===== config.mk =====
export PLATFORM = sky130hd
export DESIGN_NAME = gb_regbank
export DESIGN_NICKNAME = d
export VERILOG_FILES = /design/src/rtl/gb_regbank.sv
export SDC_FILE = /design/constraint.sdc
export NUM_CORES = 1
export LEC_CHECK = 0
export BUFFER_PORTS_ARGS = -buffer_cell sky130_fd_sc_hd__buf_2
export CAP_MARGIN = 20
export CORE_MARGIN = 5
export CORE_UTILIZATION = 55
export DETAILED_ROUTE_END_ITERATION = 10
export PLACE_DENSITY = 0.74
export SLEW_MARGIN = 10
export SYNTH_ARGS = -nofsm -noshare
export SYNTH_HDL_FRONTEND = slang
export SYNTH_SLANG_ARGS = --single-unit

===== constraint.sdc =====
create_clock -name clk -period 23.1 [get_ports clk]
set_clock_uncertainty 0.05 [all_clocks]
set_input_delay 4.62 -clock clk [delete_from_list [all_inputs] [get_ports clk]]
set_output_delay 4.62 -clock clk [all_outputs]
set_load 0.1 [all_outputs]

===== src/rtl/gb_regbank.sv =====
// Host-bus register bank: NCSR read/write CSRs, a status word, a saturating
// error counter and a small RAM window, all behind a fixed-latency read pipeline.
module gb_regbank #(
    parameter int              AW       = 12,
    parameter int              DW       = 32,
    parameter int              NCSR     = 4,
    parameter logic [DW-1:0]   CSR_INIT = '0,
    parameter int              RAM_AW   = 6,
    parameter int              RAM_DW   = 8,
    parameter int              RAM_BASE = 'h100,
    parameter int              RD_LAT   = 2
) (
    input  logic                 clk,
    input  logic                 rst,
    input  logic [AW-1:0]        gb_addr,
    input  logic [DW-1:0]        gb_dout,
    input  logic                 gb_we,
    input  logic                 gb_re,
    output logic [DW-1:0]        gb_din,
    output logic                 gb_rvalid,
    output logic                 gb_err,
    output logic [NCSR*DW-1:0]   csr_q,
    output logic [NCSR-1:0]      csr_wstb,
    input  logic [DW-1:0]        status_in
);

    if (RD_LAT < 1 || RD_LAT > 4) begin : g_bad_lat
        $error("gb_regbank: RD_LAT must be 1..4");
    end
    if (NCSR < 1 || NCSR > 16 || RAM_DW < 1 || RAM_DW > DW || DW < 16 || AW <= RAM_AW) begin : g_bad_size
        $error("gb_regbank: illegal width/count parameters");
    end
    if ((RAM_BASE % (2 ** RAM_AW)) != 0 || RAM_BASE <= NCSR + 1 ||
        RAM_BASE + (2 ** RAM_AW) > (2 ** AW)) begin : g_bad_map
        $error("gb_regbank: RAM window misaligned, overlapping or out of range");
    end

    localparam logic [AW-1:0] CSR_END   = AW'(NCSR);
    localparam logic [AW-1:0] STAT_ADDR = AW'(NCSR);
    localparam logic [AW-1:0] CNT_ADDR  = AW'(NCSR + 1);
    localparam logic [AW-1:0] RAM_ADDR  = AW'(RAM_BASE);

    logic [NCSR-1:0][DW-1:0] csr;
    logic [RAM_DW-1:0]       ram [2**RAM_AW];
    logic [15:0]             err_cnt;
    logic                    wr_err;

    logic csr_hit, stat_hit, cnt_hit, ram_hit, unmapped;
    assign csr_hit  = gb_addr < CSR_END;
    assign stat_hit = gb_addr == STAT_ADDR;
    assign cnt_hit  = gb_addr == CNT_ADDR;
    assign ram_hit  = gb_addr[AW-1:RAM_AW] == RAM_ADDR[AW-1:RAM_AW];
    assign unmapped = !(csr_hit || stat_hit || cnt_hit || ram_hit);

    assign csr_q = csr;

    // CSR writes, per-CSR strobes and write-side error flag
    always_ff @(posedge clk or posedge rst) begin
        if (rst) begin
            csr      <= {NCSR{CSR_INIT}};
            csr_wstb <= '0;
            wr_err   <= 1'b0;
        end else begin
            wr_err <= gb_we && (stat_hit || unmapped);
            for (int i = 0; i < NCSR; i++) begin
                csr_wstb[i] <= gb_we && (gb_addr == AW'(i));
                if (gb_we && (gb_addr == AW'(i))) begin
                    csr[i] <= gb_dout;
                end
            end
        end
    end

    // RAM contents survive reset; writes are only blocked while rst is high
    always_ff @(posedge clk) begin
        if (!rst && gb_we && ram_hit) begin
            ram[gb_addr[RAM_AW-1:0]] <= gb_dout[RAM_DW-1:0];
        end
    end

    logic          rd_req;
    logic [DW-1:0] rd_data;
    logic          rd_bad;
    assign rd_req = gb_re && !gb_we;

    always_comb begin
        rd_data = '0;
        rd_bad  = 1'b0;
        for (int i = 0; i < NCSR; i++) begin
            if (gb_addr == AW'(i)) rd_data = csr[i];
        end
        if (stat_hit)      rd_data = status_in;
        else if (cnt_hit)  rd_data = DW'(err_cnt);
        else if (ram_hit)  rd_data = DW'(ram[gb_addr[RAM_AW-1:0]]);
        else if (unmapped) rd_bad  = 1'b1;
    end

    // Read pipeline: stage 0 captures the decoded read, last stage drives the bus
    logic [RD_LAT-1:0]         v_sr, e_sr;
    logic [RD_LAT-1:0][DW-1:0] d_sr;
    logic [RD_LAT:0]           v_cat, e_cat;
    logic [RD_LAT:0][DW-1:0]   d_cat;

    assign v_cat = {v_sr, rd_req};
    assign e_cat = {e_sr, rd_req && rd_bad};
    assign d_cat = {d_sr, rd_data};

    always_ff @(posedge clk or posedge rst) begin
        if (rst) begin
            v_sr <= '0;
            e_sr <= '0;
            d_sr <= '0;
        end else begin
            v_sr <= v_cat[RD_LAT-1:0];
            e_sr <= e_cat[RD_LAT-1:0];
            d_sr <= d_cat[RD_LAT-1:0];
            // output stage holds the last returned word between reads
            if (!v_cat[RD_LAT-1]) d_sr[RD_LAT-1] <= d_sr[RD_LAT-1];
        end
    end

    assign gb_rvalid = v_sr[RD_LAT-1];
    assign gb_din    = d_sr[RD_LAT-1];
    assign gb_err    = wr_err || (v_sr[RD_LAT-1] && e_sr[RD_LAT-1]);

    always_ff @(posedge clk or posedge rst) begin
        if (rst) begin
            err_cnt <= '0;
        end else if (gb_we && cnt_hit) begin
            err_cnt <= '0;
        end else if (gb_err && err_cnt != 16'hFFFF) begin
            err_cnt <= err_cnt + 16'd1;
        end
    end

endmodule


**Yosys cells after proc, flatten, opt, wreduce, memory -nomap -nowiden**

Memory sizes are Yosys's and may differ from the RTL's.
Index checks and enable logic that the tools add are counted.

- Register bits: 217
- RAM bits: 512
- Input port bits: 80
- Output and inout bits: 166
- Word-level logic and storage cells: 58
- Memories: 1

Memories:

| name | depth | width | read ports | clocked after Yosys merged registers in | write ports | RTL line | source |
|---|---|---|---|---|---|---|---|
| ram | 64 | 8 | 1 | 0 | 1 | 44 | `logic [RAM_DW-1:0] ram [2**RAM_AW];` |

- Add/subtract/negate cells: 1
- Order comparisons: 1
- Eq/ne operators: 7
- Muxes and demuxes: 15
- Reductions and logical operators: 22

Operators with widths:

| operator | number |
|---|---|
| 2-to-1 mux 32 bit | 7 |
| 2-to-1 mux 16 bit | 2 |
| equality test 12 x 2 -> 1 bit, second input constant | 2 |
| equality test 12 x 3 -> 1 bit, second input constant | 2 |
| adder 16 x 1 -> 16 bit, second input constant | 1 |
| inequality test 16 bit, second input constant | 1 |
| equality test 12 x 1 -> 1 bit, second input constant | 1 |
| logical AND 1 bit | 12 |
| zero test 12 bit | 1 |
| less-than comparator 12 x 3 -> 1 bit, second input constant | 1 |
| equality test 6 x 3 -> 1 bit, second input constant | 1 |
| 2-to-1 mux 1 bit | 6 |
| logical OR 1 bit | 5 |
| zero test 1 bit | 3 |
| nonzero test 2 bit | 1 |

**Logic depth before layout (Yosys ltp)**

Gate-level depths: netlist of the first run.

- Depth after elaboration: 9
- Depth in mapped cells: 9
- Depth with buffers taken out: 7

**Worst setup path before layout of the first run**

OpenSTA, ideal clock, no wires.

- Path type: in2reg
- Start: in rst
- End: mem ram[60][0], enable pin
- Library setup time: 0.383 ns
- Arrival time: 10.827 ns
- Required time: 22.667 ns
- Path slack: 11.839 ns
- Cell stages on the path: 6
- Path buffers: 1
- Cell sequence: inv_1 -> and3_1 -> clkbuf_1 -> nand2_1 -> or2_2 -> nor3_1

- Cells in the longest elaborated chain, start to end: 5

Ends and longest elaborated chain:

| what | RTL line | source |
|---|---|---|
| start: declaration | 14 | `input logic rst,` |
| zero test 1 bit (no source line) | -- |  |
| logical AND 1 bit (2 in series) | 76 | `if (!rst && gb_we && ram_hit) begin` |
| 2-to-1 mux 1 bit | 76 |  |
| 2-to-1 mux 1 bit (not written as such) | 77 | `ram[gb_addr[RAM_AW-1:0]] <= gb_dout[RAM_DW-1:0];` |
| end: declaration | 44 |  |

No other way between the ends.

**Worst setup path after layout of the first run**

- Start: in gb_addr[7]
- End: reg csr, in the netlist csr_q[0]

- Cells in the longest elaborated chain, start to end: 2

Ends and longest elaborated chain:

| what | RTL line | source |
|---|---|---|
| start: declaration | 15 | `input logic [AW-1:0] gb_addr,` |
| zero test 12 bit | 67 | `if (gb_we && (gb_addr == AW'(i))) begin` |
| logical AND 1 bit | 67 |  |
| end signal: assignment | 60 | `csr <= {NCSR{CSR_INIT}};` |
| end signal: indexed assignment | 68 | `csr[i] <= gb_dout;` |
| end: declaration | 43 | `logic [NCSR-1:0][DW-1:0] csr;` |

No other way between the ends.
A chain may end at the register's enable or synchronous reset.

==> summary.txt, run 1 <==
Outcome
  • Status: finished, final reports clean

CTS
  • PostCTS Resize Cnt: 0
  • Clock latency on the worst-skew pair: 600 ps
  • Worst-path clk slew: 60 ps
  • # hold bufs at CTS: 0
  • Clock Tree Buf Depth: 3
  • Root Buffer: clkbuf_16
  • Total setup buffers inserted after CTS: 0
  • H-tree levels: 3
  • TritonCTS clock tree: built
  • CTS sink count: 729
  • TritonCTS Buffers: 73

Yosys
  • Top-count cell post-synth: edfxtp_1
  • Synth Warn #: 0
  • Yosys cell types: 60
  • Yosys top cell by area: edfxtp_1
  • Top-area cell type share of the netlist area: 0.520
  • Seq/Total Area, Yosys: 0.704
  • Syn_area_per_cell: 15.9 um^2
  • Post-synth top cells: edfxtp_1, dfrtp_1, mux2i_1
  • Seq cells post-synth: 729
  • Mapped Area: 29600 um^2
  • Largest cells by area after synthesis: edfxtp_1, dfrtp_1, mux2i_1
  • Gate Count Post-Synth: 1854
  • Syn_nets: 1935
  • Predominant post-synthesis flop cell: edfxtp_1
  • Asr flop ratio synth: 0.298
  • Number of flops mapped to enable cells by yosys: 512

Cells and area
  • Final design utilization: 0.628
  • Area grow syn2layout: 13.6%
  • Fin area: 33600 um^2
  • Share of layout cells above drive strength 1: 0.283
  • Final #Nets: 2149
  • Fill cells: 3781

GRT
  • Vias in the first global route: 17794
  • Gr busiest metal: met2
  • GRT overflow: 0
  • First-pass GRT wire length: 114000 um
  • Initial antenna violation count: 3
  • GR met2 Demand/Resource: 0.382
  • Routing usage on met1: 0.371
  • Grt met3 use: 0.0575
  • Largest net degree at the start of global routing: 105
  • Overall global routing resource usage: 0.253

Timing
  • Unrepaired setup endpoints after global routing: no
  • Slew HR: 0.221
  • Fin. Hold Viols: 0
  • Worst slew pin tran: 1160 ps
  • Final setup viols: 0
  • Setup TNS: 0 ps
  • FMAX: 126 MHz
  • Hold slack: 316 ps
  • Slew Viols, Final: 0
  • Minimum clock period: 7960 ps
  • Fin crit share: 0.345

Critical path
  • Critical path, cell by cell: buf_2 > or4_1 > or4b_1 > nor3_4 > nand2_4 > mux2_4
  • Crit path max fanout: 33
  • Slowest cell on crit path: or4b_1
  • Crit. End Element: flop
  • Start of the worst register-to-register path: ram[32][1]
  • Critical path data arrival time: 8370 ps
  • WP data required: 23510 ps
  • Crit Path Category: input pin to flop
  • Critical Path Stages: 6
  • Worst Setup SP: gb_addr[7]
  • FF-to-FF End: d_cat[33]
  • Max incr delay on CP: 1010 ps
  • CP top delay family: simple AND/OR/NAND/NOR gates
  • Critical path buffer and inverter count: 1
  • Reg2Reg Setup Slack: 20430 ps
  • Crit path to: csr_q[0]
  • CP Launch Type: input pin
  • R2R depth: 6

Pwr
  • Leakage: 13.5 nW
  • Final Power: 0.00273 W
  • VDD IR-drop max: 0.0560 mV
  • Pwr Density: 81.4 nW/um^2

Floorplanning
  • Core Box Area: 53500 um^2
  • I/O pins: 246
  • Initial Utilization: 0.553
  • DIE WIDTH: 242 um
  • Row count: 85
  • Die Y: 242 um
  • Die Footprint: 58500 um^2

Detailed routing
  • # DRC: 0
  • Drt total wl: 75700 um
  • DRT Pass-1 Iters: 9
  • DR vias/cell: 6.34
  • Routed Antenna Nets: 0
  • Wire length per cell: 26.8 um
  • Vias: 17889
  • First DRT Iteration DRCs: 2251

Place
  • Input/output buffers: 245
  • Gpl congestion: 0.926
  • HPWL Detailed: 48000 um
  • Placement-stage cell area: 31200 um^2

Job
  • MaxCap Viol Count: 0

Min path
  • HP Class: flop to flop
-- worst min path at each step --
stage | startpoint | to | slack [ps] | cells past startpoint
after CTS | e_sr[0] | e_sr[1] | 310 | 0
after floorplan | e_sr[0] | e_sr[1] | 280 | 0
after global placement | e_sr[0] | e_sr[1] | 280 | 0
after detailed placement | e_sr[0] | e_sr[1] | 300 | 0
final | e_sr[0] | e_sr[1] | 320 | 0
after global routing | e_sr[0] | e_sr[1] | 330 | 0
-- layer usage --
layer  vias up  wire (um)
met5         -         13
met4         2       2470
li1       7600          -
met3       151       7860
met2      1061      34400
met1      9075      30900
-- worst reg2reg max path, stage by stage (launching register included) --
cell and delay, ps:
edfxtp_1 360, mux4_2 490, mux2_2 300, a22oi_1 320, o21ai_0 250, a311oi_1 590
a21oi_1 150
-- cell type report --
class / instances / area (um^2) / share of cell area
sequential: 729 / 20800 / 0.619
multi-input combinational: 973 / 8050 / 0.240
clock buffer: 103 / 2040 / 0.0608
timing repair buffer: 279 / 1520 / 0.0451
tap: 696 / 871 / 0.0259
clock inverter: 28 / 245 / 0.00730
inverter: 12 / 52.6 / 0.00156
antenna: 2 / 5.00 / 0.000149
-- stage by stage --
stage | cells | setup WS (ps)
after floorplan | 1854 | 11840
after global placement | 2683 | 14720
final | 2822 | 15140
after CTS | 2815 | 15210
after detailed placement | 2684 | 14610
after global routing | 2822 | 15000
-- cell usage in the layout, fill, tap and decap left out, types with 29 or more instances in the layout --
master     netlist  final
dfrtp_1        217    217
nor2_1         114    112
buf_4           32     30
mux2_4          29     29
o21ai_0         29     29
clkbuf_16        0     76
mux2_2         152    152
a22oi_1        102    102
buf_2           14    244
nand3_1         50     49
edfxtp_1       512    512
nand2_1         50     50
mux2i_1        182    182
a21oi_1         44     44
-- flip-flops by register name, indices dropped and copies added (netlist names) --
name	count
csr_wstb	4
d_cat	32
v_sr	2
ram	512
e_sr	2
gb_din	32
err_cnt	16
csr_q	128
wr_err	1
-- where the power goes --
group	switching [W]	leakage (nW)	internal, W
Sequential	0.0000184	7.57	0.00142
Combinational	0.000105	4.85	0.0000487
Clock	0.000484	1.12	0.000662
-- cells by family after synthesis --
group / after synthesis / share of synthesized area
AND/OR/NAND/NOR: 299 / 0.0480
buffers and inverters: 152 / 0.0247
multiplexers: 389 / 0.154
AO/OA/AOI/OAI: 269 / 0.0645
adder cells (fa/ha/maj): 1 / 0.000423
flip-flops: 729 / 0.704
XOR/XNOR: 15 / 0.00444
Note: power is estimated with default switching activity, not from simulation.
==> run 2: changes to the inputs <==
clock period = 7.6 ns   (was 23.1 ns; I/O delays follow)
==> summary.txt, run 2 (same netlist as run 1, synthesis figures left out) <==
Place
  • Input/output buffers: 245 (unchanged)
  • HPWL Detailed: 46800 um (-2.6%)
  • Dpl ws: 2210 ps (-12400 ps)
  • Cells after DPL: 2683 (-0.037%)
  • Gpl congestion: 0.934 (+0.89%)
  • Placement-stage cell area: 31200 um^2 (about the same)

Floorplanning
  • Initial Utilization: 0.553 (unchanged)
  • Die Y: 242 um (unchanged)
  • Die Footprint: 58500 um^2 (unchanged)
  • Row count: 85 (unchanged)
  • I/O pins: 246 (unchanged)
  • Core Box Area: 53500 um^2 (unchanged)
  • DIE WIDTH: 242 um (unchanged)

CTS
  • TritonCTS Buffers: 73 (unchanged)
  • Total setup buffers inserted after CTS: 0 (unchanged)
  • Clock latency on the worst-skew pair: 620 ps (+20 ps)
  • CTS sink count: 729 (unchanged)
  • H-tree levels: 3 (unchanged)
  • TritonCTS clock tree: built
  • # hold bufs at CTS: 0 (unchanged)
  • Clock Tree Buf Depth: 3 (unchanged)
  • PostCTS Resize Cnt: 0 (unchanged)
  • Worst-path clk slew: 60 ps (about the same)
  • Root Buffer: clkbuf_16

Critical path
  • Max incr delay on CP: 1040 ps (+30 ps)
  • Critical path, cell by cell: buf_2 > or4_1 > or4b_1 > nor3_4 > nand2_4 > mux2_4
  • Slowest cell on crit path: or4b_1
  • CP Launch Type: input pin
  • Crit path max fanout: 33 (unchanged)
  • CP top delay family: simple AND/OR/NAND/NOR gates
  • WP data required: 8040 ps (-15470 ps)
  • Crit. End Element: flop
  • Crit Path Category: input pin to flop
  • Critical path buffer and inverter count: 1 (unchanged)
  • Critical path data arrival time: 5310 ps (-3060 ps)

Timing
  • Worst slew pin tran: 1110 ps (-54.8 ps)
  • Fin. Hold Viols: 0 (unchanged)
  • Slew HR: 0.255 (+0.0337)
  • Setup TNS: 0 ps (unchanged)
  • Unrepaired setup endpoints after global routing: no
  • Minimum clock period: 4870 ps
  • Worst setup margin: 2730 ps (-12410 ps)
  • Final setup viols: 0 (unchanged)
  • Slew Viols, Final: 0 (unchanged)
  • FMAX: 205 MHz
  • Fin crit share: 0.641

Cells and area
  • Area grow syn2layout: 13.4%
  • Commonest cells after routing, fill and taps aside: edfxtp_1, buf_2, dfrtp_1
  • Final #Nets: 2148 (-0.047%)
  • Max reg flops: 512 (unchanged)
  • Commonest non-fill, non-tap cell in the layout: edfxtp_1
  • Share of layout cells above drive strength 1: 0.283 (+0.000329)
  • Fin area: 33500 um^2 (-0.16%)
  • Final std cells w/o fill: 2815 (-0.25%)

Pwr
  • Leakage: 13.5 nW (-0.31%)
  • VDD IR-drop max: 0.163 mV (+190%)
  • Pwr Density: 246 nW/um^2 (+200%)

Job
  • MaxCap Viol Count: 0 (unchanged)

Detailed routing
  • Routed Antenna Nets: 0 (unchanged)
  • # DRC: 0 (unchanged)
  • First DRT Iteration DRCs: 2296 (+2.0%)
  • Wire length per cell: 26.3 um (-2.0%)
  • Vias: 17789 (-0.56%)
  • DR vias/cell: 6.32 (-0.31%)
  • Drt total wl: 74000 um (-2.2%)
  • DRT Pass-1 Iters: 10 (+1)

GRT
  • GRT overflow: 0 (unchanged)
  • First-pass GRT wire length: 112000 um (-1.5%)
  • Largest net degree at the start of global routing: 178 (+70%)
  • Overall global routing resource usage: 0.249 (-0.00409)
  • Vias in the first global route: 17671 (-0.69%)
  • Initial antenna violation count: 4 (+1)

Min path
  • HP Class: flop to flop

Outcome
  • Status: finished, final reports clean
==> run 2: cell count changes in the layout (fill, tap and decap cells not counted), moves of 2 or more <==
cell	before	now
clkinv_2	11	9
clkinvlp_4	1	5
clkinv_4	0	2
clkinv_1	10	8
clkbuf_8	4	2
clkbuf_1	23	18
==> run 2: metrics by stage <==
| step | total power, W | util | hold slack, ps |
|---|---|---|---|
| floorplan | 0.00471 | - | 281 |
| global placement | 0.00488 | 0.584 | 283 |
| detailed placement | 0.00490 | 0.584 | 291 |
| CTS | 0.00828 | 0.626 | 304 |
| global route | 0.00850 | 0.627 | 326 |
| finish | 0.00823 | 0.627 | 302 |
==> run 2: path summary, 6_finish.rpt <==
| kind | startpoint | to | slack, ps | cells after the start |
|---|---|---|---|---|
| max | gb_addr[7] | csr_q[5] | 2730 | 6 |
| min | e_sr[0] | e_sr[1] | 300 | 0 |
| max reg2reg | ram[39][6] | d_cat[38] | 5120 | 6 |
| min reg2reg | e_sr[0] | e_sr[1] | 300 | 0 |
| max in group asynchronous | rst | gb_din[22] | 5120 | 4 |
| min in group asynchronous | rst | err_cnt[4] | 1010 | 3 |
==> run 2: report_power, final <==
group	internal [W]	total [W]	switching (W)
Clock	0.00194	0.00341	0.00147
Sequential	0.00431	0.00436	0.0000577
Combinational	0.000149	0.000462	0.000312
Total	0.00640	0.00823	0.00184
==> run 2: routing by layer <==
layer	vias up	global-route usage	wire length (um)
li1	7589	-	-
met1	8958	0.361	30000
met2	1036	0.383	34200
met3	200	0.0483	6980
met4	6	0.0895	2830
met5	-	0	37
==> run 2: final cells by class <==
| type | instances | area (um^2) |
|---|---|---|
| diodes | 1 | 2.50 |
| clock buffers | 95 | 1970 |
| clock inverters | 31 | 283 |
| fillers | 3796 | 20000 |
| inverters | 12 | 48.8 |
| multi-input cells | 973 | 8040 |
| flip-flops and latches | 729 | 20800 |
| well taps | 696 | 871 |
| repair buffers | 278 | 1510 |
